$ cat config.mk
export PLATFORM = sky130hd
export DESIGN_NAME = remote_calc_core_flat
export DESIGN_NICKNAME = d
export VERILOG_FILES = /design/src/rtl/remote_calc_core_if.sv /design/src/rtl/remote_calc_core.sv /design/src/flat_wrapper.sv
export SDC_FILE = /design/constraint.sdc
export NUM_CORES = 1
export LEC_CHECK = 0
export ABC_AREA = 1
export CORE_ASPECT_RATIO = 0.7
export CORE_MARGIN = 8
export CORE_UTILIZATION = 51
export DETAILED_ROUTE_END_ITERATION = 10
export PLACE_DENSITY = 0.75
export SETUP_SLACK_MARGIN = 0.5
export SLEW_MARGIN = 0
export SYNTH_ARGS = -nofsm -noshare
export SYNTH_HDL_FRONTEND = slang
export SYNTH_SLANG_ARGS = --single-unit
$ cat constraint.sdc
create_clock -name clk -period 6.3 [get_ports clk]
set_input_delay 1.26 -clock clk [delete_from_list [all_inputs] [get_ports clk]]
set_output_delay 1.26 -clock clk [all_outputs]
set_load 0.005 [all_outputs]
$ cat src/rtl/remote_calc_core_if.sv
// Bus bundle for remote_calc_core: UART rx/tx byte streams, keypad strobes and status.
// slave = calculator core side, master = surrounding UART/keypad/display side.
interface remote_calc_core_if #(
  parameter int unsigned WIDTH = 8
);
  logic [7:0]       rxdData;
  logic             rxdDataReady;
  logic [3:0]       num;
  logic             numPressed;
  logic [1:0]       opt;
  logic             optPressed;
  logic             clear;
  logic             submit;
  logic             txdBusy;
  logic             txdStart;
  logic [7:0]       txdData;
  logic [WIDTH-1:0] numA;
  logic [WIDTH-1:0] numB;
  logic             sign;
  logic             clcZero;
  logic             error;
  logic             busy;

  modport slave (
    input  rxdData, rxdDataReady, num, numPressed, opt, optPressed,
           clear, submit, txdBusy,
    output txdStart, txdData, numA, numB, sign, clcZero, error, busy
  );

  modport master (
    output rxdData, rxdDataReady, num, numPressed, opt, optPressed,
           clear, submit, txdBusy,
    input  txdStart, txdData, numA, numB, sign, clcZero, error, busy
  );
endinterface

$ cat src/rtl/remote_calc_core.sv
// Remote calculator core: decimal A from UART, op/B from keypad, signed decimal reply over UART.
// Define CALC_MUL_EN to build the sequential shift-add multiplier for op 3.
module remote_calc_core #(
  parameter int unsigned WIDTH  = 8,
  parameter int unsigned DIGITS = 5
) (
  input  logic               clk,
  input  logic               reset,
  remote_calc_core_if.slave  bus
);

  localparam int unsigned W2 = 2 * WIDTH;
  localparam int unsigned AW = WIDTH + 4;
  localparam int unsigned CW = $clog2(W2 + 1);
  localparam int unsigned PW = $clog2(DIGITS + 2);
  localparam int unsigned BW = 4 * DIGITS;
`ifdef CALC_MUL_EN
  localparam bit MUL_EN = 1'b1;
`else
  localparam bit MUL_EN = 1'b0;
`endif

  typedef enum logic [3:0] {
    S_GET_A,
    S_GET_OP,
    S_GET_B,
    S_CALC,
    S_CONV,
    S_SEND_WAIT,
    S_SEND_PULSE,
    S_SEND_GUARD,
    S_RELEASE
  } state_t;

  state_t           r_state;
  state_t           w_state_nxt;

  logic [WIDTH-1:0] r_a;
  logic [WIDTH-1:0] r_b;
  logic             r_a_ovf;
  logic             r_b_ovf;
  logic [1:0]       r_op;
  logic             r_sign;
  logic             r_zero;
  logic             r_error;
  logic             r_err_path;
  logic [W2-1:0]    r_mag;
  logic [BW-1:0]    r_bcd;
  logic [CW-1:0]    r_cnt;
  logic [PW-1:0]    r_ptr;
  logic             r_txd_start;
  logic [7:0]       r_txd_data;
`ifdef CALC_MUL_EN
  logic [W2-1:0]    r_mcand;
  logic [WIDTH-1:0] r_mplier;
  logic [W2-1:0]    w_mul_sum;
`endif

  logic             w_rx_digit;
  logic             w_rx_cr;
  logic             w_key_digit;
  logic [AW-1:0]    w_a_prod;
  logic [AW-1:0]    w_b_prod;
  logic             w_a_ovf;
  logic             w_b_ovf;
  logic             w_op_err;
  logic [WIDTH-1:0] w_diff;
  logic             w_conv_last;
  logic [BW-1:0]    w_bcd_adj;
  logic [BW-1:0]    w_bcd_shift;
  logic [W2-1:0]    w_mag_shift;
  logic [3:0]       w_digit;
  logic [PW-1:0]    w_msd;
  logic [PW-1:0]    w_ptr_next;
  logic [7:0]       w_byte;
  logic             w_last;
  logic             w_skip_sign;

  always_comb begin
    w_rx_digit  = bus.rxdDataReady && (bus.rxdData >= 8'h30) && (bus.rxdData <= 8'h39);
    w_rx_cr     = bus.rxdDataReady && (bus.rxdData == 8'h0D);
    w_key_digit = bus.numPressed && (bus.num <= 4'd9);
    w_a_prod    = AW'(r_a) * AW'(10) + AW'(bus.rxdData[3:0]);
    w_b_prod    = AW'(r_b) * AW'(10) + AW'(bus.num);
    w_a_ovf     = |w_a_prod[AW-1:WIDTH];
    w_b_ovf     = |w_b_prod[AW-1:WIDTH];
    w_diff      = (r_b > r_a) ? (r_b - r_a) : (r_a - r_b);
    w_op_err    = r_a_ovf || r_b_ovf || (r_op == 2'd0) || ((r_op == 2'd3) && !MUL_EN);
    w_conv_last = (r_cnt == CW'(W2 - 1));
`ifdef CALC_MUL_EN
    w_mul_sum   = r_mag + (r_mplier[0] ? r_mcand : '0);
`endif

    // Double-dabble step: add 3 to every digit >= 5, then shift the magnitude MSB in.
    w_bcd_adj = r_bcd;
    for (int unsigned i = 0; i < DIGITS; i++) begin
      if (r_bcd[4*i +: 4] >= 4'd5) w_bcd_adj[4*i +: 4] = r_bcd[4*i +: 4] + 4'd3;
    end
    w_bcd_shift = {w_bcd_adj[BW-2:0], r_mag[W2-1]};
    w_mag_shift = {r_mag[W2-2:0], 1'b0};

    // r_ptr: 0 = sign slot, 1..DIGITS = digits MSD first, DIGITS+1 = CR.
    w_digit = 4'd0;
    w_msd   = '0;
    for (int unsigned i = 0; i < DIGITS; i++) begin
      if (r_ptr == PW'(DIGITS - i)) w_digit = r_bcd[4*i +: 4];
      if (r_bcd[4*i +: 4] != 4'd0) w_msd = PW'(i);
    end
    w_ptr_next  = (!r_err_path && (r_ptr == '0)) ? (PW'(DIGITS) - w_msd) : (r_ptr + 1'b1);
    w_skip_sign = !r_err_path && (r_ptr == '0) && !r_sign;

    if (r_err_path) begin
      w_byte = (r_ptr == PW'(2)) ? 8'h0D : 8'h45;
      w_last = (r_ptr == PW'(2));
    end else begin
      w_last = (r_ptr == PW'(DIGITS + 1));
      if (r_ptr == '0)  w_byte = 8'h2D;
      else if (w_last)  w_byte = 8'h0D;
      else              w_byte = {4'h3, w_digit};
    end
  end

  always_comb begin
    w_state_nxt = r_state;
    case (r_state)
      S_GET_A:      if (!bus.clear && w_rx_cr) w_state_nxt = S_GET_OP;
      S_GET_OP:     if (!bus.clear && bus.optPressed) w_state_nxt = S_GET_B;
      S_GET_B: begin
        if (bus.clear)       w_state_nxt = S_GET_OP;
        else if (bus.submit) w_state_nxt = S_CALC;
      end
      S_CALC: begin
        if (w_op_err)                           w_state_nxt = S_SEND_WAIT;
        else if (r_op != 2'd3)                  w_state_nxt = S_CONV;
        else if (r_cnt == CW'(WIDTH))           w_state_nxt = S_CONV;
      end
      S_CONV:       if (w_conv_last) w_state_nxt = S_SEND_WAIT;
      S_SEND_WAIT:  if (!w_skip_sign && !bus.txdBusy) w_state_nxt = S_SEND_PULSE;
      S_SEND_PULSE: w_state_nxt = S_SEND_GUARD;
      S_SEND_GUARD: w_state_nxt = w_last ? S_RELEASE : S_SEND_WAIT;
      S_RELEASE:    if (!bus.submit) w_state_nxt = S_GET_A;
      default:      w_state_nxt = S_GET_A;
    endcase
  end

  always_ff @(posedge clk or negedge reset) begin
    if (!reset) r_state <= S_GET_A;
    else        r_state <= w_state_nxt;
  end

  always_ff @(posedge clk or negedge reset) begin
    if (!reset) begin
      r_a         <= '0;
      r_b         <= '0;
      r_a_ovf     <= 1'b0;
      r_b_ovf     <= 1'b0;
      r_op        <= '0;
      r_sign      <= 1'b0;
      r_zero      <= 1'b0;
      r_error     <= 1'b0;
      r_err_path  <= 1'b0;
      r_mag       <= '0;
      r_bcd       <= '0;
      r_cnt       <= '0;
      r_ptr       <= '0;
      r_txd_start <= 1'b0;
      r_txd_data  <= '0;
`ifdef CALC_MUL_EN
      r_mcand     <= '0;
      r_mplier    <= '0;
`endif
    end else begin
      case (r_state)
        S_GET_A: begin
          if (bus.clear) begin
            r_a     <= '0;
            r_a_ovf <= 1'b0;
          end else if (w_rx_digit) begin
            if (w_a_ovf) r_a_ovf <= 1'b1;
            else         r_a     <= w_a_prod[WIDTH-1:0];
          end
        end
        S_GET_OP: begin
          if (bus.clear) begin
            r_op    <= '0;
            r_b     <= '0;
            r_b_ovf <= 1'b0;
          end else if (bus.optPressed) begin
            r_op    <= bus.opt;
            r_b     <= '0;
            r_b_ovf <= 1'b0;
          end
        end
        S_GET_B: begin
          if (bus.clear) begin
            r_op    <= '0;
            r_b     <= '0;
            r_b_ovf <= 1'b0;
          end else begin
            if (w_key_digit) begin
              if (w_b_ovf) r_b_ovf <= 1'b1;
              else         r_b     <= w_b_prod[WIDTH-1:0];
            end
            if (bus.optPressed) r_op <= bus.opt;
          end
        end
        S_CALC: begin
          r_ptr <= '0;
          r_bcd <= '0;
          if (w_op_err) begin
            r_error    <= 1'b1;
            r_err_path <= 1'b1;
            r_sign     <= 1'b0;
            r_zero     <= 1'b0;
          end else begin
            r_error    <= 1'b0;
            r_err_path <= 1'b0;
            case (r_op)
              2'd1: begin
                r_mag  <= W2'(r_a) + W2'(r_b);
                r_sign <= 1'b0;
                r_zero <= (r_a == '0) && (r_b == '0);
              end
              2'd2: begin
                r_mag  <= W2'(w_diff);
                r_sign <= (r_b > r_a);
                r_zero <= (r_a == r_b);
              end
`ifdef CALC_MUL_EN
              2'd3: begin
                r_sign <= 1'b0;
                if (r_cnt == '0) begin
                  r_mcand  <= W2'(r_a);
                  r_mplier <= r_b;
                  r_mag    <= '0;
                  r_cnt    <= CW'(1);
                end else begin
                  r_mag    <= w_mul_sum;
                  r_mcand  <= r_mcand << 1;
                  r_mplier <= r_mplier >> 1;
                  if (r_cnt == CW'(WIDTH)) begin
                    r_zero <= (w_mul_sum == '0);
                    r_cnt  <= '0;
                  end else begin
                    r_cnt  <= r_cnt + 1'b1;
                  end
                end
              end
`endif
              default: ;
            endcase
          end
        end
        S_CONV: begin
          r_bcd <= w_bcd_shift;
          r_mag <= w_mag_shift;
          r_cnt <= w_conv_last ? '0 : (r_cnt + 1'b1);
        end
        S_SEND_WAIT: begin
          if (w_skip_sign) begin
            r_ptr <= w_ptr_next;
          end else if (!bus.txdBusy) begin
            r_txd_start <= 1'b1;
            r_txd_data  <= w_byte;
          end
        end
        S_SEND_PULSE: r_txd_start <= 1'b0;
        S_SEND_GUARD: r_ptr <= w_ptr_next;
        S_RELEASE: begin
          r_txd_data <= '0;
          if (!bus.submit) begin
            r_a     <= '0;
            r_a_ovf <= 1'b0;
          end
        end
        default: ;
      endcase
    end
  end

  assign bus.txdStart = r_txd_start;
  assign bus.txdData  = r_txd_data;
  assign bus.numA     = r_a;
  assign bus.numB     = r_b;
  assign bus.sign     = r_sign;
  assign bus.clcZero  = r_zero;
  assign bus.error    = r_error;
  assign bus.busy     = (r_state inside {S_CALC, S_CONV, S_SEND_WAIT, S_SEND_PULSE,
                                         S_SEND_GUARD, S_RELEASE});

endmodule
$ cat src/flat_wrapper.sv
// flat-port wrapper written by rule: the top's interface ports become plain ports
module remote_calc_core_flat 
#(
  parameter int unsigned WIDTH  = 8,
  parameter int unsigned DIGITS = 5
)
  (clk, reset, bus_rxdData, bus_rxdDataReady, bus_num, bus_numPressed, bus_opt, bus_optPressed, bus_clear, bus_submit, bus_txdBusy, bus_txdStart, bus_txdData, bus_numA, bus_numB, bus_sign, bus_clcZero, bus_error, bus_busy);
  remote_calc_core_if #(.WIDTH(WIDTH)) bus_i ();
  input  logic clk;
  input  logic reset;
  input wire logic [$bits(bus_i.rxdData)-1:0] bus_rxdData;
  input wire logic [$bits(bus_i.rxdDataReady)-1:0] bus_rxdDataReady;
  input wire logic [$bits(bus_i.num)-1:0] bus_num;
  input wire logic [$bits(bus_i.numPressed)-1:0] bus_numPressed;
  input wire logic [$bits(bus_i.opt)-1:0] bus_opt;
  input wire logic [$bits(bus_i.optPressed)-1:0] bus_optPressed;
  input wire logic [$bits(bus_i.clear)-1:0] bus_clear;
  input wire logic [$bits(bus_i.submit)-1:0] bus_submit;
  input wire logic [$bits(bus_i.txdBusy)-1:0] bus_txdBusy;
  output wire logic [$bits(bus_i.txdStart)-1:0] bus_txdStart;
  output wire logic [$bits(bus_i.txdData)-1:0] bus_txdData;
  output wire logic [$bits(bus_i.numA)-1:0] bus_numA;
  output wire logic [$bits(bus_i.numB)-1:0] bus_numB;
  output wire logic [$bits(bus_i.sign)-1:0] bus_sign;
  output wire logic [$bits(bus_i.clcZero)-1:0] bus_clcZero;
  output wire logic [$bits(bus_i.error)-1:0] bus_error;
  output wire logic [$bits(bus_i.busy)-1:0] bus_busy;
  assign bus_i.rxdData = bus_rxdData;
  assign bus_i.rxdDataReady = bus_rxdDataReady;
  assign bus_i.num = bus_num;
  assign bus_i.numPressed = bus_numPressed;
  assign bus_i.opt = bus_opt;
  assign bus_i.optPressed = bus_optPressed;
  assign bus_i.clear = bus_clear;
  assign bus_i.submit = bus_submit;
  assign bus_i.txdBusy = bus_txdBusy;
  assign bus_txdStart = bus_i.txdStart;
  assign bus_txdData = bus_i.txdData;
  assign bus_numA = bus_i.numA;
  assign bus_numB = bus_i.numB;
  assign bus_sign = bus_i.sign;
  assign bus_clcZero = bus_i.clcZero;
  assign bus_error = bus_i.error;
  assign bus_busy = bus_i.busy;
  remote_calc_core #(.WIDTH(WIDTH), .DIGITS(DIGITS)) u_core (.clk(clk), .reset(reset), .bus(bus_i));
endmodule
==> flow_summary.json, run 1 <==
{
  "status": "finished clean",
  "synth_cells": 939,
  "grt_pass1_vias": 5572,
  "ys_types": 46,
  "drc_errors": 0,
  "path_buf_inv": 2,
  "io_buffers": 49,
  "clk_pin_slew_ns": 0.07,
  "slew_headroom_pct": 32.2,
  "worstPathMaxFanout": 29,
  "fin_area_mm2": 0.00753,
  "cp_cell_sequence": "nor2_1, nand2_1, inv_2, nor2_1, nand4_1, clkdlybuf4s50_1",
  "vias": 6144,
  "die_w_um": 152,
  "die_h_um": 111,
  "clock_skew_ns": 0.00986,
  "antenna_found_initial": 0,
  "p_leak_nw": 4.05,
  "ir_drop_mv": 0.241,
  "cts.repair.resized": 0,
  "initial_utilization_pct": 52.7,
  "core_mm2": 0.0125,
  "post_cts_buffers": 0,
  "fillers": 1189,
  "dp_hpwl_um": 12400,
  "cts_inserted_buffers": 9,
  "syn_to_final_growth_pct": 13.9,
  "drv_slew": 0,
  "synthFlopType": "dfrtp_1",
  "layout_common_cells": "262 x nand2_1, 125 x inv_1, 79 x dfrtp_1",
  "ys_seq_elements": 79,
  "drt-total-wl_um": 16300,
  "grt_max_degree": 80,
  "async_flop_share_pct": 100,
  "ios": 51,
  "drive_gt1_share_pct": 5.87,
  "endpoint_kind": "primary output",
  "htree_levels": 3,
  "worstMarginPinSlew_ns": 1.01,
  "fin_ws_ns": 1.88,
  "firstDrtPassIters": 6,
  "insertion_delay_ns": 0.35,
  "crit_top_cell": "nor2_1",
  "worstSetupPathType": "register to primary output",
  "syn_nets": 1041,
  "grt_pass1_wl_um": 27500,
  "maxCapViolCount": 0,
  "seq_area_frac_synth_pct": 29.9,
  "crit_family": "simple AND/OR/NAND/NOR gates",
  "nets": 1085,
  "netlist_area_mm2": 0.00661,
  "tns_ns": 0,
  "arrival_ns": 3.16,
  "max_stage_delay_ns": 0.74,
  "hold_class": "register to register",
  "grt.overflow.total": 0,
  "vias_per_cell": 5.34,
  "whs_path_depth": 2,
  "final_common_cell": "nand2_1",
  "crit_required_ns": 5.04,
  "ant_nets": 0,
  "power.density_mw_per_mm2": 388,
  "die_area_mm2": 0.0169,
  "clockRootBuffer": "clkbuf_16",
  "avgRoutedWirePerCell_um": 14.2,
  "setup_viol": 0,
  "synth_area_per_cell_um2": 7.04,
  "critical_path_depth": 6,
  "rsz0062_at_grt": "no",
  "drtIter0Drc": 503,
  "place_area_mm2": 0.00722,
  "cts_tree": "done",
  "routabilityCongestion": 0.946,
  "rr_worst_depth": 14,
  "yosysWarnings": 0,
  "grtUsageTotal_pct": 19.3,
  "fin_hold_ws_ns": 0.479,
  "fin_crit_ns": 4.42,
  "start_kind": "register",
  "rows": 34,
  "clock_sinks": 79,
  "hold_viol_final": 0,
  "cp_slowest_cell": "nand2_1",
  "max_freq_ghz": 0.226,
  "cts.path.max_buffers": 2,
  "min_period_over_period_pct": 70.2,
  "antennaDiodeCount": 0,
  "synth_edf_count": 0,
  "dp_slack_ns": 2.30,
  "cts_hold_buf": 0
}
-- logic make-up (layout without fill, tap and decap cells) --
logic type / Yosys count / in the layout / synth area share [%]
and+or+nand+nor: 466 / 466 / 30.3
adders and majority gates: 80 / 80 / 15.9
AOI/OAI and AO/OA: 131 / 131 / 11.7
buffers and inverters: 162 / 211 / 9.48
other: 1 / 1 / 0.0567
DFF: 79 / 79 / 29.9
xor gates and xnor gates: 20 / 20 / 2.65
-- power by group --
| part | switching, mW | internal [mW] | total, mW |
|---|---|---|---|
| Clock | 0.232 | 0.312 | 0.544 |
| Combinational | 1.00 | 0.594 | 1.60 |
| Sequential | 0.139 | 0.638 | 0.777 |
| Total | 1.37 | 1.54 | 2.92 |
-- metal layers --
layer	global-route usage (%)	part of all wire (%)
met1	29.9	53
met2	26.4	39
met3	3.93	7.1
met4	4.11	0.83
met5	0	0
-- registers in the layout, indices dropped and copies added, names as in the netlist, 2 cells and up --
name	count
u_core.bus.numA	8
u_core.bus.numB	8
u_core.bus.txdData	7
u_core.r_bcd	20
u_core.r_cnt	5
u_core.r_mag	16
u_core.r_op	2
u_core.r_ptr	3
u_core.r_state	4
-- final cells by class --
cell class,instances,area (µm²),share of cell area [%]
sequential,79,1980,26.3
clock buffer,9,225,2.99
timing repair buffer,49,488,6.48
tap,162,203,2.69
inverter,146,548,7.28
clock inverter,7,78.8,1.05
multi-input combinational,698,4010,53.2
-- tightest hold or removal path: stages, from the launching register on --
cell and delay (ns):
dfrtp_1 0.34, nand2_1 0.05, nand2_1 0.05
-- synth_stat cells (all sizes together), types with 5 or more instances --
master	instances	area, µm²
nor3	5	25.0
a21oi	37	185
o21ai	49	245
ha	73	913
nand2	265	1000
nor4	6	37.5
or2	7	43.8
clkbuf	6	22.5
fa	7	140
o22ai	15	93.8
xor2	15	131
nand4	15	109
xnor2	5	43.8
nand3	75	375
buf	10	56.3
nor2	86	358
inv	145	544
dfrtp	79	1980
-- path summary, 6_finish.rpt --
check                                      to  slack (ns)               start
min in group asynchronous    u_core.r_bcd[11]        1.07               reset
hold / removal                u_core.r_mag[3]        0.48     u_core.r_mag[3]
setup reg to reg           u_core.bus.numA[1]        3.25  u_core.bus.numA[1]
max in group asynchronous  u_core.bus.numB[6]        4.55               reset
setup / recovery                     bus_busy        1.88   u_core.r_state[1]
hold reg to reg               u_core.r_mag[3]        0.48     u_core.r_mag[3]
-- metrics by stage --
step                      total power [mW]  utilization, %  instances
after floorplan                       1.91               -        939
after global placement                2.32            57.5       1134
after detailed placement              2.35            57.5       1134
after CTS                             2.91            60.0       1150
after global routing                  3.18            60.0       1150
final                                 2.92            60.0       1150
Note: power is estimated with default switching activity, not from simulation.
==> inputs of run 2 (changes only) <==
- clock period: 6.3 -> 4.55 ns (I/O delays scaled with it)
==> flow_summary.json, run 2 (synthesized netlist as in run 1, its figures left out) <==
{
  "status": "finished clean",
  "whs_path_depth": 2,
  "layout_common_cells": "262 x nand2_1, 125 x inv_1, 79 x dfrtp_1",
  "crit_required_ns": 3.64,
  "clock_skew_ns": 0.0105,
  "rows": 34,
  "die_h_um": 111,
  "maxCapViolCount": 0,
  "hold_viol_final": 0,
  "antennaDiodeCount": 0,
  "grt_pass1_vias": 5768,
  "vias_per_cell": 5.38,
  "worstSetupPathType": "register to primary output",
  "fin_area_mm2": 0.00757,
  "final_util_pct": 60.3,
  "cts.path.max_buffers": 2,
  "grt.overflow.total": 0,
  "final_common_cell": "nand2_1",
  "cts.repair.resized": 0,
  "grt_max_degree": 80,
  "clock_sinks": 79,
  "fin_hold_ws_ns": 0.482,
  "setup_viol": 0,
  "io_buffers": 49,
  "grtUsageTotal_pct": 19.5,
  "drc_errors": 0,
  "core_mm2": 0.0125,
  "die_w_um": 152,
  "top_regs": "u_core.r_bcd x20, u_core.r_mag x16",
  "ant_nets": 0,
  "drive_gt1_share_pct": 6.06,
  "antenna_found_initial": 0,
  "cp_slowest_cell": "clkdlybuf4s50_1",
  "worstPathMaxFanout": 29,
  "drv_slew": 0,
  "insertion_delay_ns": 0.35,
  "drtIter0Drc": 559,
  "post_cts_buffers": 0,
  "cp_cell_sequence": "nor2_1, nand2_1, buf_4, inv_2, nor2_1, nand4_1, clkdlybuf4s50_1",
  "hold_class": "register to register",
  "final_cells": 1152,
  "syn_to_final_growth_pct": 14.5,
  "slew_headroom_pct": 33.5,
  "initial_utilization_pct": 52.7,
  "ios": 51,
  "vias": 6193,
  "place_area_mm2": 0.00724,
  "worstMarginPinSlew_ns": 0.998,
  "die_area_mm2": 0.0169,
  "drt-total-wl_um": 16200,
  "endpoint_kind": "primary output",
  "power.density_mw_per_mm2": 541,
  "avgRoutedWirePerCell_um": 14.1,
  "crit_top_cell": "nor2_1",
  "seqCellArea_mm2": 0.00198,
  "largest_register": "u_core.r_bcd",
  "firstDrtPassIters": 5,
  "cts_inserted_buffers": 9,
  "grt_pass1_wl_um": 27900,
  "fin_crit_ns": 3.49,
  "routabilityCongestion": 0.919,
  "rr_worst_depth": 14,
  "min_period_over_period_pct": 76.7,
  "clockRootBuffer": "clkbuf_16",
  "arrival_ns": 2.58,
  "htree_levels": 3,
  "clk_pin_slew_ns": 0.07,
  "max_stage_delay_ns": 0.48,
  "dp_hpwl_um": 12400,
  "rsz0062_at_grt": "no",
  "dp.cells": 1136,
  "largest_register_ffs": 20,
  "max_freq_ghz": 0.286,
  "ir_drop_mv": 0.348,
  "cts_hold_buf": 0,
  "multi_input_area_mm2": 0.00401,
  "tns_ns": 0,
  "start_kind": "register",
  "p_leak_nw": 4.08,
  "fillers": 1155,
  "nets": 1087,
  "cts_tree": "done"
}
[run 2: cell count changes in the layout (fill, tap and decap cells not counted)]
cell / before / now
inv_6: 2 / 1
buf_4: 1 / 3
clkinv_4: 0 / 2
clkinvlp_4: 2 / 0
inv_8: 1 / 0
clkbuf_8: 0 / 1
bufinv_16: 1 / 2
[run 2: worst paths after layout]
kind	from	to	slack (ns)
min in group asynchronous	reset	u_core.r_bcd[2]	0.72
max in group asynchronous	reset	u_core.bus.numA[4]	3.18
setup reg to reg	u_core.bus.numA[1]	u_core.bus.numA[6]	1.52
setup / recovery	u_core.r_state[1]	bus_busy	1.06
hold / removal	u_core.r_mag[6]	u_core.r_mag[6]	0.48
hold reg to reg	u_core.r_mag[6]	u_core.r_mag[6]	0.48
[run 2: per-layer routing]
layer / global-route usage (%) / vias to the layer above / wire length (µm)
met5: 0 / - / 0
met2: 27.2 / 194 / 6320
li1: - / 3143 / -
met3: 5.41 / 18 / 1170
met1: 28.8 / 2838 / 8580
met4: 4.18 / 0 / 165
[run 2: layout make-up]
class,count,share of cell area (%)
multi-input cells,698,52.9
flip-flops and latches,79,26.1
inverters,146,7.24
repair buffers,51,6.65
clock buffers,10,3.16
well taps,162,2.68
clock inverters,6,1.21
[run 2: critical path: cells and delay by family (launching register included)]
kind	cells	cell delay (ns)
AND/OR/NAND/NOR	4	0.70
flip-flops	1	0.47
buffers and inverters	3	1.06
[run 2: metrics by stage]
stage | power (mW) | setup WS, ns
global route | 4.49 | 0.864
detailed placement | 3.26 | 1.24
CTS | 4.08 | 1.05
floorplan | 2.64 | 1.93
global placement | 3.22 | 1.32
finish | 4.10 | 1.06
[run 2: power by group]
part	leakage (nW)	switching (mW)	total, mW	internal, mW
Sequential	1.06	0.188	1.07	0.884
Combinational	2.86	1.39	2.22	0.828
Clock	0.163	0.303	0.801	0.498
